<file path="src/rtl/spi_rx_byte.sv">
// SPI mode-0 byte receiver: synchronizes the SPI pins into the system clock
// domain, assembles bytes and pushes each completed byte into a downstream FIFO.
module spi_rx_byte #(
    parameter int SYNC_STAGES = 2,
    parameter int MSB_FIRST   = 1
) (
    input  logic        i_clk,
    input  logic        i_reset,
    input  logic        i_sck,
    input  logic        i_cs_n,
    input  logic        i_mosi,
    input  logic        i_full,
    input  logic        i_clr_ovr,
    output logic        o_wr,
    output logic [7:0]  o_data,
    output logic        o_overrun,
    output logic        o_frame_err,
    output logic        o_busy,
    output logic [15:0] o_frame_bytes
);

    typedef enum logic {IDLE, ACTIVE} state_t;

    logic [SYNC_STAGES-1:0] sck_sync_q;
    logic [SYNC_STAGES-1:0] cs_sync_q;
    logic [SYNC_STAGES-1:0] mosi_sync_q;
    logic                   sck_prev_q;

    state_t      state_q;
    logic [2:0]  bit_cnt_q;
    logic [7:0]  shift_q;
    logic        wr_q;
    logic [7:0]  data_q;
    logic        overrun_q;
    logic        frame_err_q;
    logic        busy_q;
    logic [15:0] frame_bytes_q;

    logic        sck_s;
    logic        cs_s;
    logic        mosi_s;
    logic        sck_rise;
    logic [7:0]  shift_d;
    logic [2:0]  bit_cnt_d;
    logic [2:0]  bit_cnt_after;
    logic [15:0] frame_bytes_d;

    assign sck_s    = sck_sync_q[SYNC_STAGES-1];
    assign cs_s     = cs_sync_q[SYNC_STAGES-1];
    assign mosi_s   = mosi_sync_q[SYNC_STAGES-1];
    assign sck_rise = sck_s & ~sck_prev_q;

    // Chip select resets to the deasserted level so reset never looks like a frame start.
    always_ff @(posedge i_clk) begin
        if (!i_reset) begin
            sck_sync_q  <= '0;
            cs_sync_q   <= '1;
            mosi_sync_q <= '0;
            sck_prev_q  <= 1'b0;
        end else begin
            sck_sync_q  <= {sck_sync_q[SYNC_STAGES-2:0], i_sck};
            cs_sync_q   <= {cs_sync_q[SYNC_STAGES-2:0], i_cs_n};
            mosi_sync_q <= {mosi_sync_q[SYNC_STAGES-2:0], i_mosi};
            sck_prev_q  <= sck_s;
        end
    end

    always_comb begin
        shift_d       = (MSB_FIRST != 0) ? {shift_q[6:0], mosi_s} : {mosi_s, shift_q[7:1]};
        bit_cnt_d     = bit_cnt_q + 3'd1;
        bit_cnt_after = sck_rise ? bit_cnt_d : bit_cnt_q;
        frame_bytes_d = (frame_bytes_q == 16'hFFFF) ? frame_bytes_q : frame_bytes_q + 16'd1;
    end

    always_ff @(posedge i_clk) begin
        if (!i_reset) begin
            state_q       <= IDLE;
            bit_cnt_q     <= 3'd0;
            shift_q       <= 8'h00;
            wr_q          <= 1'b0;
            data_q        <= 8'h00;
            overrun_q     <= 1'b0;
            frame_err_q   <= 1'b0;
            busy_q        <= 1'b0;
            frame_bytes_q <= 16'h0000;
        end else begin
            wr_q        <= 1'b0;
            frame_err_q <= 1'b0;
            if (i_clr_ovr) overrun_q <= 1'b0;
            case (state_q)
                IDLE: begin
                    if (!cs_s) begin
                        state_q       <= ACTIVE;
                        busy_q        <= 1'b1;
                        bit_cnt_q     <= 3'd0;
                        shift_q       <= 8'h00;
                        frame_bytes_q <= 16'h0000;
                    end
                end
                ACTIVE: begin
                    if (sck_rise) begin
                        shift_q   <= shift_d;
                        bit_cnt_q <= bit_cnt_d;
                        if (bit_cnt_q == 3'd7) begin
                            if (!i_full) begin
                                wr_q          <= 1'b1;
                                data_q        <= shift_d;
                                frame_bytes_q <= frame_bytes_d;
                            end else begin
                                overrun_q <= 1'b1;
                            end
                        end
                    end
                    // A byte completing in the same cycle as CS release leaves the count at 0.
                    if (cs_s) begin
                        state_q <= IDLE;
                        busy_q  <= 1'b0;
                        if (bit_cnt_after != 3'd0) frame_err_q <= 1'b1;
                    end
                end
                default: state_q <= IDLE;
            endcase
        end
    end

    assign o_wr          = wr_q;
    assign o_data        = data_q;
    assign o_overrun     = overrun_q;
    assign o_frame_err   = frame_err_q;
    assign o_busy        = busy_q;
    assign o_frame_bytes = frame_bytes_q;

endmodule

</file>
<file path="config.mk">
export PLATFORM = sky130hd
export DESIGN_NAME = spi_rx_byte
export DESIGN_NICKNAME = d
export VERILOG_FILES = /design/src/rtl/spi_rx_byte.sv
export SDC_FILE = /design/constraint.sdc
export NUM_CORES = 1
export LEC_CHECK = 0
export ABC_AREA = 1
export CORE_MARGIN = 4
export CORE_UTILIZATION = 58
export CTS_BUF_LIST = sky130_fd_sc_hd__clkbuf_8
export DETAILED_ROUTE_END_ITERATION = 10
export PLACE_DENSITY = 0.84
export SYNTH_ARGS = -nofsm -noshare
export SYNTH_HDL_FRONTEND = slang
export SYNTH_SLANG_ARGS = --single-unit
</file>
<file path="constraint.sdc">
create_clock -name i_clk -period 5.26 [get_ports i_clk]
set_clock_uncertainty 0.2 [all_clocks]
set_input_delay 0.789 -clock i_clk [delete_from_list [all_inputs] [get_ports i_clk]]
set_output_delay 0.789 -clock i_clk [all_outputs]
set_load 0.02 [all_outputs]
</file>
### After elaboration in Yosys (flattened, before gate mapping)

Cells that the tools add are included.

* register bits after elaboration: 46
* bits in latches: 0
* bits in writable memories: 0
* ROM bits: 0
* input port bits: 7
* logic and storage cells: 57
* memories: 0

* $add $sub $neg: 2
* multiply operators: 0
* divide/modulo/power cells: 0
* order comparisons: 0
* equal/unequal tests: 8
* shift operators: 0
* muxes and demuxes: 23
* bitwise operators: 4
* reductions and logical operators: 7

Operators with widths (count)
* $mux W16: 5
* $pmux W16 S2: 1
* $add A16 B1 Y16 const B: 1
* $eq A16 B16 Y1 const B: 1
* $mux W7: 2
* $pmux W7 S2: 1
* $mux W1: 10
* $ne A2 B2 Y1 const B: 4
* $reduce_and A4 Y1: 2
* $mux W3: 2
* $pmux W3 S2: 1
* $reduce_and A5 Y1: 1
* $ne A2 B1 Y1 const B: 2
* $reduce_and A2 Y1: 2
* $add A3 B1 Y3 const B: 1
* $eq A3 B3 Y1 const B: 1
* $not A1 Y1: 3
* $reduce_and A3 Y1: 1
* $reduce_bool A3 Y1: 1
* $pmux W1 S2: 1
* $and A1 B1 Y1: 1

### Logic depth before layout (Yosys ltp)

Gate-level depths: netlist of the first run.

* depth in word-level cells: 6
* mapped depth: 10
* mapped depth without buffers: 10

### Least setup slack after synthesis of the first run

OpenSTA, ideal clock, no wires.

* path kind: register to register
* start: register frame_bytes_q[0] (netlist: o_frame_bytes[0])
* end: register frame_bytes_q[5] (netlist: o_frame_bytes[5])
* data arrival time: 1.628 ns
* data required time: 4.987 ns
* setup slack: 3.360 ns
* cell stages (with the launch flop): 11
* buffers on the path: 1
* period minus slack after synthesis: 1.900 ns
* cell sequence: dfxtp_1 ha_1 nand2_1 nor2_4 nand2_2 o21ai_2 nand2_2 nand2_4 buf_6 nand2_1 a21oi_1

* longest elaborated chain between the ends: 6
* elaborated cells between the ends (all ways): 9
* classes of those cells: 1 x add/sub; 2 x eq/ne; 5 x mux; 1 x reduce/logical

Ends and longest elaborated chain
* start: declaration: line 37 `logic [15:0] frame_bytes_q;`
* start signal: assignment: line 108 `frame_bytes_q <= frame_bytes_d;`
* $add A16 B1 Y16: line 72 `frame_bytes_d = (frame_bytes_q == 16'hFFFF) ? frame_bytes_q : frame_bytes_q + 16'd1;`
* $mux W16: line 72
* $mux W16: line 105 `if (!i_full) begin`
* $mux W16: line 104 `if (bit_cnt_q == 3'd7) begin`
* $mux W16: line 101 `if (sck_rise) begin`
* $pmux W16 S2: line 90 `case (state_q)`

Several ways; a longest one is shown, not always the timed one. The select of a mux whose other input is x is not followed.
A chain may end at the register's enable or synchronous reset.

### Worst setup path in the final report of the first run

* start: input i_reset
* end: register cs_sync_q[1]

RTL lines
* start: declaration: line 8 `input logic i_reset,`
* end signal: assignment: line 62 `cs_sync_q <= {cs_sync_q[SYNC_STAGES-2:0], i_cs_n};`
* end: declaration: line 25 `logic [SYNC_STAGES-1:0] cs_sync_q;`

No word-level cell between the ends.

==> results of run 1 <==
## final timing paths
check / start / end / slack, ns
worst max-delay path: i_reset / cs_sync_q[1] / 2.82
worst min-delay path: mosi_sync_q[0] / mosi_sync_q[1] / 0.22
worst max register to register: state_q / o_frame_bytes[14] / 2.96
worst min register to register: mosi_sync_q[0] / mosi_sync_q[1] / 0.22
## worst max-delay path: stages
cell             delay, ns
clkdlybuf4s50_1       0.92
clkinv_1              0.14
buf_4                 0.26
or2_2                 0.31
## sequential cells by signal, summed over array words and instances (netlist names)
signal	count
shift_q	7
mosi_sync_q	2
cs_sync_q	2
sck_sync_q	2
o_wr	1
bit_cnt_q	3
o_frame_bytes	16
o_frame_err	1
o_data	8
sck_prev_q	1
state_q	1
o_busy	1
o_overrun	1
## through the flow
stage	hold slack, ns	power [uW]	util	setup slack (ns)	instances
global route	0.247	640	0.720	2.71	406
CTS	0.218	625	0.720	2.84	406
floorplan	0.190	394	-	3.36	324
global placement	0.194	408	0.696	2.55	398
detailed placement	0.198	409	0.696	2.52	398
finish	0.217	616	0.720	2.82	406
## power groups by stage
| stage | clock network [uW] | registers [uW] | logic (uW) |
|---|---|---|---|
| 3_5_place_dp | 0 | 367 | 42.2 |
| 5_1_grt | 233 | 359 | 47.4 |
| 3_3_place_gp | 0 | 366 | 41.4 |
| 6_report | 216 | 358 | 42.3 |
| 4_1_cts | 224 | 358 | 42.2 |
| 2_1_floorplan | 0 | 368 | 25.7 |
## layer usage
layer  vias to the layer above  track usage  routed length (um)
met5                         -            0                   0
met4                         0       0.0586                  61
met3                         7       0.0449                 208
met2                        41        0.318                2130
met1                       885        0.277                2190
li1                       1075            -                   -
## logic make-up after synthesis
| logic type | share of synthesized area |
|---|---|
| and+or+nand+nor | 0.341 |
| buffers and inverters | 0.107 |
| DFF | 0.420 |
| AOI/OAI and AO/OA | 0.0925 |
| xor gates and xnor gates | 0.0160 |
| adders and majority gates | 0.0228 |
## area by class of cell
cell class,count,area [sq um],area share
Inverter,49,184,0.0697
Sequential cell,46,921,0.349
Multi-Input combinational cell,220,1030,0.392
Clock inverter,3,21.3,0.00806
Tap cell,48,60.1,0.0228
Clock buffer,5,68.8,0.0261
Timing Repair Buffer,35,348,0.132
## cell usage after synthesis (all sizes together) (2+ instances only)
library cell	number	area, sq um
buf	5	36.3
clkbuf	4	15.0
o21ai	10	53.8
nand4	4	25.0
ha	4	50.1
nand2	70	275
xor2	3	26.3
o22ai	7	43.8
nor2	67	274
nand3	26	130
nor3	2	10.0
inv	48	180
dfxtp	46	921
or2	4	25.0
a21oi	21	105
## placed cells by master (no fill, tap or decap), types with 3 or more instances in the layout
| cell | netlist | layout |
|---|---|---|
| a21oi_1 | 21 | 21 |
| clkbuf_8 | 0 | 5 |
| clkdlybuf4s50_1 | 0 | 34 |
| dfxtp_1 | 46 | 46 |
| ha_1 | 4 | 4 |
| inv_1 | 47 | 47 |
| nand2_1 | 67 | 67 |
| nand3_1 | 26 | 26 |
| nand4_1 | 4 | 4 |
| nor2_1 | 64 | 64 |
| nor2_4 | 3 | 3 |
| o21ai_0 | 8 | 8 |
| o22ai_1 | 7 | 7 |
| or2_2 | 4 | 4 |
| xor2_1 | 3 | 3 |
==> metrics.md, run 1 <==
| Metric | Value |
|---|---|
| Antenna viol nets, final | 0 |
| Final nets | 368 |
| TritonCTS clock tree | built |
| Placed cell area | 0.00255 sq mm |
| RSZ-0062 raised after global routing | false |
| Diode count | 0 |
| Final GP Congestion | 0.851 |
| Endpoint class of the critical path | register |
| Final setup violation count | 0 |
| H-tree depth | 2 |
| CTS sink cnt | 46 |
| Vias | 2,008 |
| CP Class | input port to register |
| Final WL | 4590 um |
| Syn_area_per_cell | 6.76 sq um |
| Fill count | 313 |
| Core Box Area | 0.00366 sq mm |
| Clock Latency Late Sink | 0.30 ns |
| Fmax | 0.411 GHz |
| Synth-to-layout area growth | 20.4% |
| Post-synth EDFFs | 0 |
| VDD IR-drop max | 0.000196 V |
| CTS Root Cell | clkbuf_8 |
| Clock share of power | 0.350 |
| Synth Register Bits | 46 |
| Power density cells | 234 mW/mm^2 |
| Worst-path clk slew | 0.08 ns |
| DRT iter0 DRCs | 187 |
| Slew HR | 0.532 |
| # Max-Cap Violations | 0 |
| Clock Path Buffers | 2 |
| Comb pwr share | 0.069 |
| I/O Buffers | 34 |
| Async set-reset flop share out of synthesis | 0 |
| Fraction of layout cells with a size suffix above 1 | 0.0587 |
| Ys Warns | 0 |
| Die X | 69.5 um |
| Initial antenna violation count | 0 |
| Post-route DRC violation count | 0 |
| Worst slew pin tran | 0.700 ns |
| WHS Path Cells | 2 |
| CTS Buf Count | 5 |
| Period minus WS final | 2.44 ns |
| Number of buffers added for setup after CTS | 0 |
| Part of the Yosys area used for sequential elements | 0.420 |
| Die area | 0.00482 sq mm |
| GR Util All Layers | 0.202 |
| Hold Path Class | register to register |
| Critical Path RT | 5.25 ns |
| Vias in the first global route | 1,836 |
| Ports | 35 |
| Max Fanout on Critical Path | 28 |
| Design area | 0.00264 sq mm |
| Critical Path AT | 2.42 ns |
| Fin crit share | 0.463 |
| Resized Gates After CTS | 0 |
| Ys flop type | dfxtp_1 |
| Rows | 22 |
| Initial DRT Pass Iterations | 4 |
| Dpl hpwl | 3230 um |
| Grt ovf | 0 |
| Hold-fix buffers, CTS | 0 |
| Overall die height | 69.5 um |
| Cell Area, Synth | 0.00219 sq mm |
| Largest net degree at the start of global routing | 29 |
| Pleak | 0.00103 uW |
| Outcome | finished, final reports clean |
| Sequential Power Share | 0.581 |
| Sw power | 153 uW |
| Cells after synthesis | 324 |
| Via/cell ratio | 4.95 |
| Cell variety after synth | 26 |
| First-pass GRT wire length | 8090 um |
| Initial Utilization | 0.598 |
| Slew Limit Fails | 0 |
| DR WL/cell | 11.3 um |
| Final setup TNS | 0 ns |
| Critical Path Start Type | input port |
| Syn Nets | 335 |
| Cell Int Power | 463 uW |
| Sw frac | 0.249 |
| Final number of hold-violating endpoints | 0 |
| R2R depth | 7 |
(Power assumes the default switching activity.)
==> run 2: changes to the inputs <==
--- a/config.mk
+++ b/config.mk
@@ -7,10 +7,10 @@
 export LEC_CHECK = 0
 export ABC_AREA = 1
 export CORE_MARGIN = 4
-export CORE_UTILIZATION = 58
+export CORE_UTILIZATION = 55
 export CTS_BUF_LIST = sky130_fd_sc_hd__clkbuf_8
 export DETAILED_ROUTE_END_ITERATION = 10
-export PLACE_DENSITY = 0.84
+export PLACE_DENSITY = 0.81
 export SYNTH_ARGS = -nofsm -noshare
 export SYNTH_HDL_FRONTEND = slang
 export SYNTH_SLANG_ARGS = --single-unit
==> constraint.sdc (replaced) <==
create_clock -name i_clk -period 2.34 [get_ports i_clk]
set_clock_uncertainty 0.2 [all_clocks]
set_input_delay 0.351 -clock i_clk [delete_from_list [all_inputs] [get_ports i_clk]]
set_output_delay 0.351 -clock i_clk [all_outputs]
set_load 0.02 [all_outputs]
==> metrics.md, run 2 (synthesis gave the netlist of run 1 again) <==
| Metric | Value |
|---|---|
| Most common cell after layout, fill and taps aside | nand2_1 (unchanged) |
| Ports | 35 (unchanged) |
| Final setup violation count | 0 (unchanged) |
| Initial DRT Pass Iterations | 4 (unchanged) |
| Final GP Congestion | 0.870 (was 0.851) |
| Max reg flops | 16 (unchanged) |
| Antenna viol nets, final | 0 (unchanged) |
| Final nets | 372 (was 368) |
| Critical Path RT | 2.34 ns (was 5.25 ns) |
| Power density cells | 554 mW/mm^2 (was 234 mW/mm^2) |
| Slew Limit Fails | 0 (unchanged) |
| Fmax | 0.495 GHz |
| Die X | 71.1 um (was 69.5 um) |
| Final WL | 4950 um (was 4590 um) |
| Largest net degree at the start of global routing | 19 (was 29) |
| Diode count | 0 (unchanged) |
| Fin crit share | 0.864 |
| DRT iter0 DRCs | 134 (was 187) |
| Core Box Area | 0.00374 sq mm (was 0.00366 sq mm) |
| Critical path's top delay family | simple AND/OR/NAND/NOR gates (was buffers and inverters) |
| Overall die height | 71.1 um (was 69.5 um) |
| Design area | 0.00269 sq mm (was 0.00264 sq mm) |
| CTS Root Cell | clkbuf_8 (unchanged) |
| Clock Path Buffers | 2 (unchanged) |
| Number of buffers added for setup after CTS | 0 (unchanged) |
| Leading cell types in the layout, fill and taps excluded | nand2_1, nor2_1, inv_1 (unchanged) |
| Endpoint class of the critical path | register (unchanged) |
| Pleak | 0.00106 uW (was 0.00103 uW) |
| VDD IR-drop max | 0.000405 V (was 0.000196 V) |
| Hold-fix buffers, CTS | 0 (unchanged) |
| Grt ovf | 0 (unchanged) |
| Critical Path AT | 2.02 ns (was 2.42 ns) |
| Synth-to-layout area growth | 22.7% (was 20.4%) |
| Final setup TNS | 0 ns (unchanged) |
| Non-Filler Instances | 410 (was 406) |
| # Max-Cap Violations | 0 (unchanged) |
| CTS sink cnt | 46 (unchanged) |
| CP bufs+invs | 2 (was 3) |
| Worst-path clk slew | 0.09 ns (was 0.08 ns) |
| Initial antenna violation count | 0 (unchanged) |
| Post-route DRC violation count | 0 (unchanged) |
| I/O Buffers | 34 (unchanged) |
| Final number of hold-violating endpoints | 0 (unchanged) |
| TritonCTS clock tree | built (unchanged) |
| CP max stage delay | 0.40 ns (was 0.92 ns) |
| Initial Utilization | 0.585 (was 0.598) |
| Fraction of layout cells with a size suffix above 1 | 0.0663 (was 0.0587) |
| Worst slew pin tran | 0.534 ns (was 0.700 ns) |
| Max Fanout on Critical Path | 8 (was 28) |
| Critical Path Start Type | register (was input port) |
| Placed cell area | 0.00258 sq mm (was 0.00255 sq mm) |
| Via/cell ratio | 5.03 (was 4.95) |
| Placed Cells | 402 (was 398) |
| Power Total | 1490 uW (was 616 uW) |
| Period minus WS final | 2.02 ns |
| Clock Latency Late Sink | 0.30 ns (about the same) |
| Slew HR | 0.643 (was 0.532) |
| Crit-path cells | ha_1, nand2_1, nor2_4, nand2_2, o21ai_2, nand2_2, buf_4, nand3_1, nand2_1, inv_1, nor2_1 (was clkdlybuf4s50_1, clkinv_1, buf_4, or2_2) |
| H-tree depth | 2 (unchanged) |
| Vias in the first global route | 1,807 (was 1,836) |
| Vias | 2,063 (was 2,008) |
| Dpl hpwl | 3600 um (was 3230 um) |
| Rows | 22 (unchanged) |
| CP Class | register to register (was input port to register) |
| GR Util All Layers | 0.203 (was 0.202) |
| Resized Gates After CTS | 0 (unchanged) |
| CTS Buf Count | 5 (unchanged) |
| First-pass GRT wire length | 8250 um (was 8090 um) |
| RSZ-0062 raised after global routing | false (unchanged) |
| DR WL/cell | 12.1 um (was 11.3 um) |
| Worst path slowest cell | dfxtp_1 (was clkdlybuf4s50_1) |
| Die area | 0.00506 sq mm (was 0.00482 sq mm) |
| Hold Path Class | register to register (unchanged) |
| Outcome | finished, final reports clean (unchanged) |
## run 2: final cells by class
class	count	area [sq um]
clock buffer	5	68.8
clock inverter	3	41.3
sequential	46	921
fill	343	1060
multi-input combinational	220	1030
tap	48	60.1
inverter	49	184
timing repair buffer	39	378
## run 2: per-stage QoR
stage               utilization  worst slack (ns)  hold WS (ns)
global placement          0.689             0.342         0.194
floorplan                     -             0.440         0.190
detailed placement        0.689             0.297         0.204
CTS                       0.718             0.310         0.218
finish                    0.718             0.318         0.217
global route              0.718             0.106         0.235
## run 2: power breakdown
part | internal [uW] | switching [uW]
Clock | 314 | 269
Sequential | 794 | 10.6
Combinational | 39.7 | 61.2
Total | 1150 | 341
## run 2: worst paths after layout
check                                       from                 to  slack, ns  cells after the start
worst max register to register  o_frame_bytes[0]  o_frame_bytes[11]       0.32                     11
worst min-delay path               sck_sync_q[0]      sck_sync_q[1]       0.22                      2
worst max-delay path            o_frame_bytes[0]  o_frame_bytes[11]       0.32                     11
worst min register to register     sck_sync_q[0]      sck_sync_q[1]       0.22                      2
## run 2: worst reg2reg max path, stage by stage (launching register included)
cell     delay, ns
dfxtp_1       0.40
ha_1          0.23
nand2_1       0.10
nor2_4        0.18
nand2_2       0.10
o21ai_2       0.15
nand2_2       0.13
buf_4         0.20
nand3_1       0.08
nand2_1       0.07
inv_1         0.06
nor2_1        0.03
## run 2: routing by layer
layer | GRT usage | vias up | part of all wire
met2 | 0.325 | 48 | 0.46
met4 | 0.0522 | 0 | 0.012
li1 | - | 1082 | -
met3 | 0.0511 | 7 | 0.049
met5 | 0 | - | 0
met1 | 0.272 | 926 | 0.48
==> run 3: changes to the inputs <==
--- a/config.mk
+++ b/config.mk
@@ -6,6 +6,7 @@
 export NUM_CORES = 1
 export LEC_CHECK = 0
 export ABC_AREA = 1
+export CAP_MARGIN = 20
 export CORE_MARGIN = 4
 export CORE_UTILIZATION = 55
 export CTS_BUF_LIST = sky130_fd_sc_hd__clkbuf_8
==> results of run 3 <==
Same layout as run 2: the final DEF is identical, and so are final timing and power.
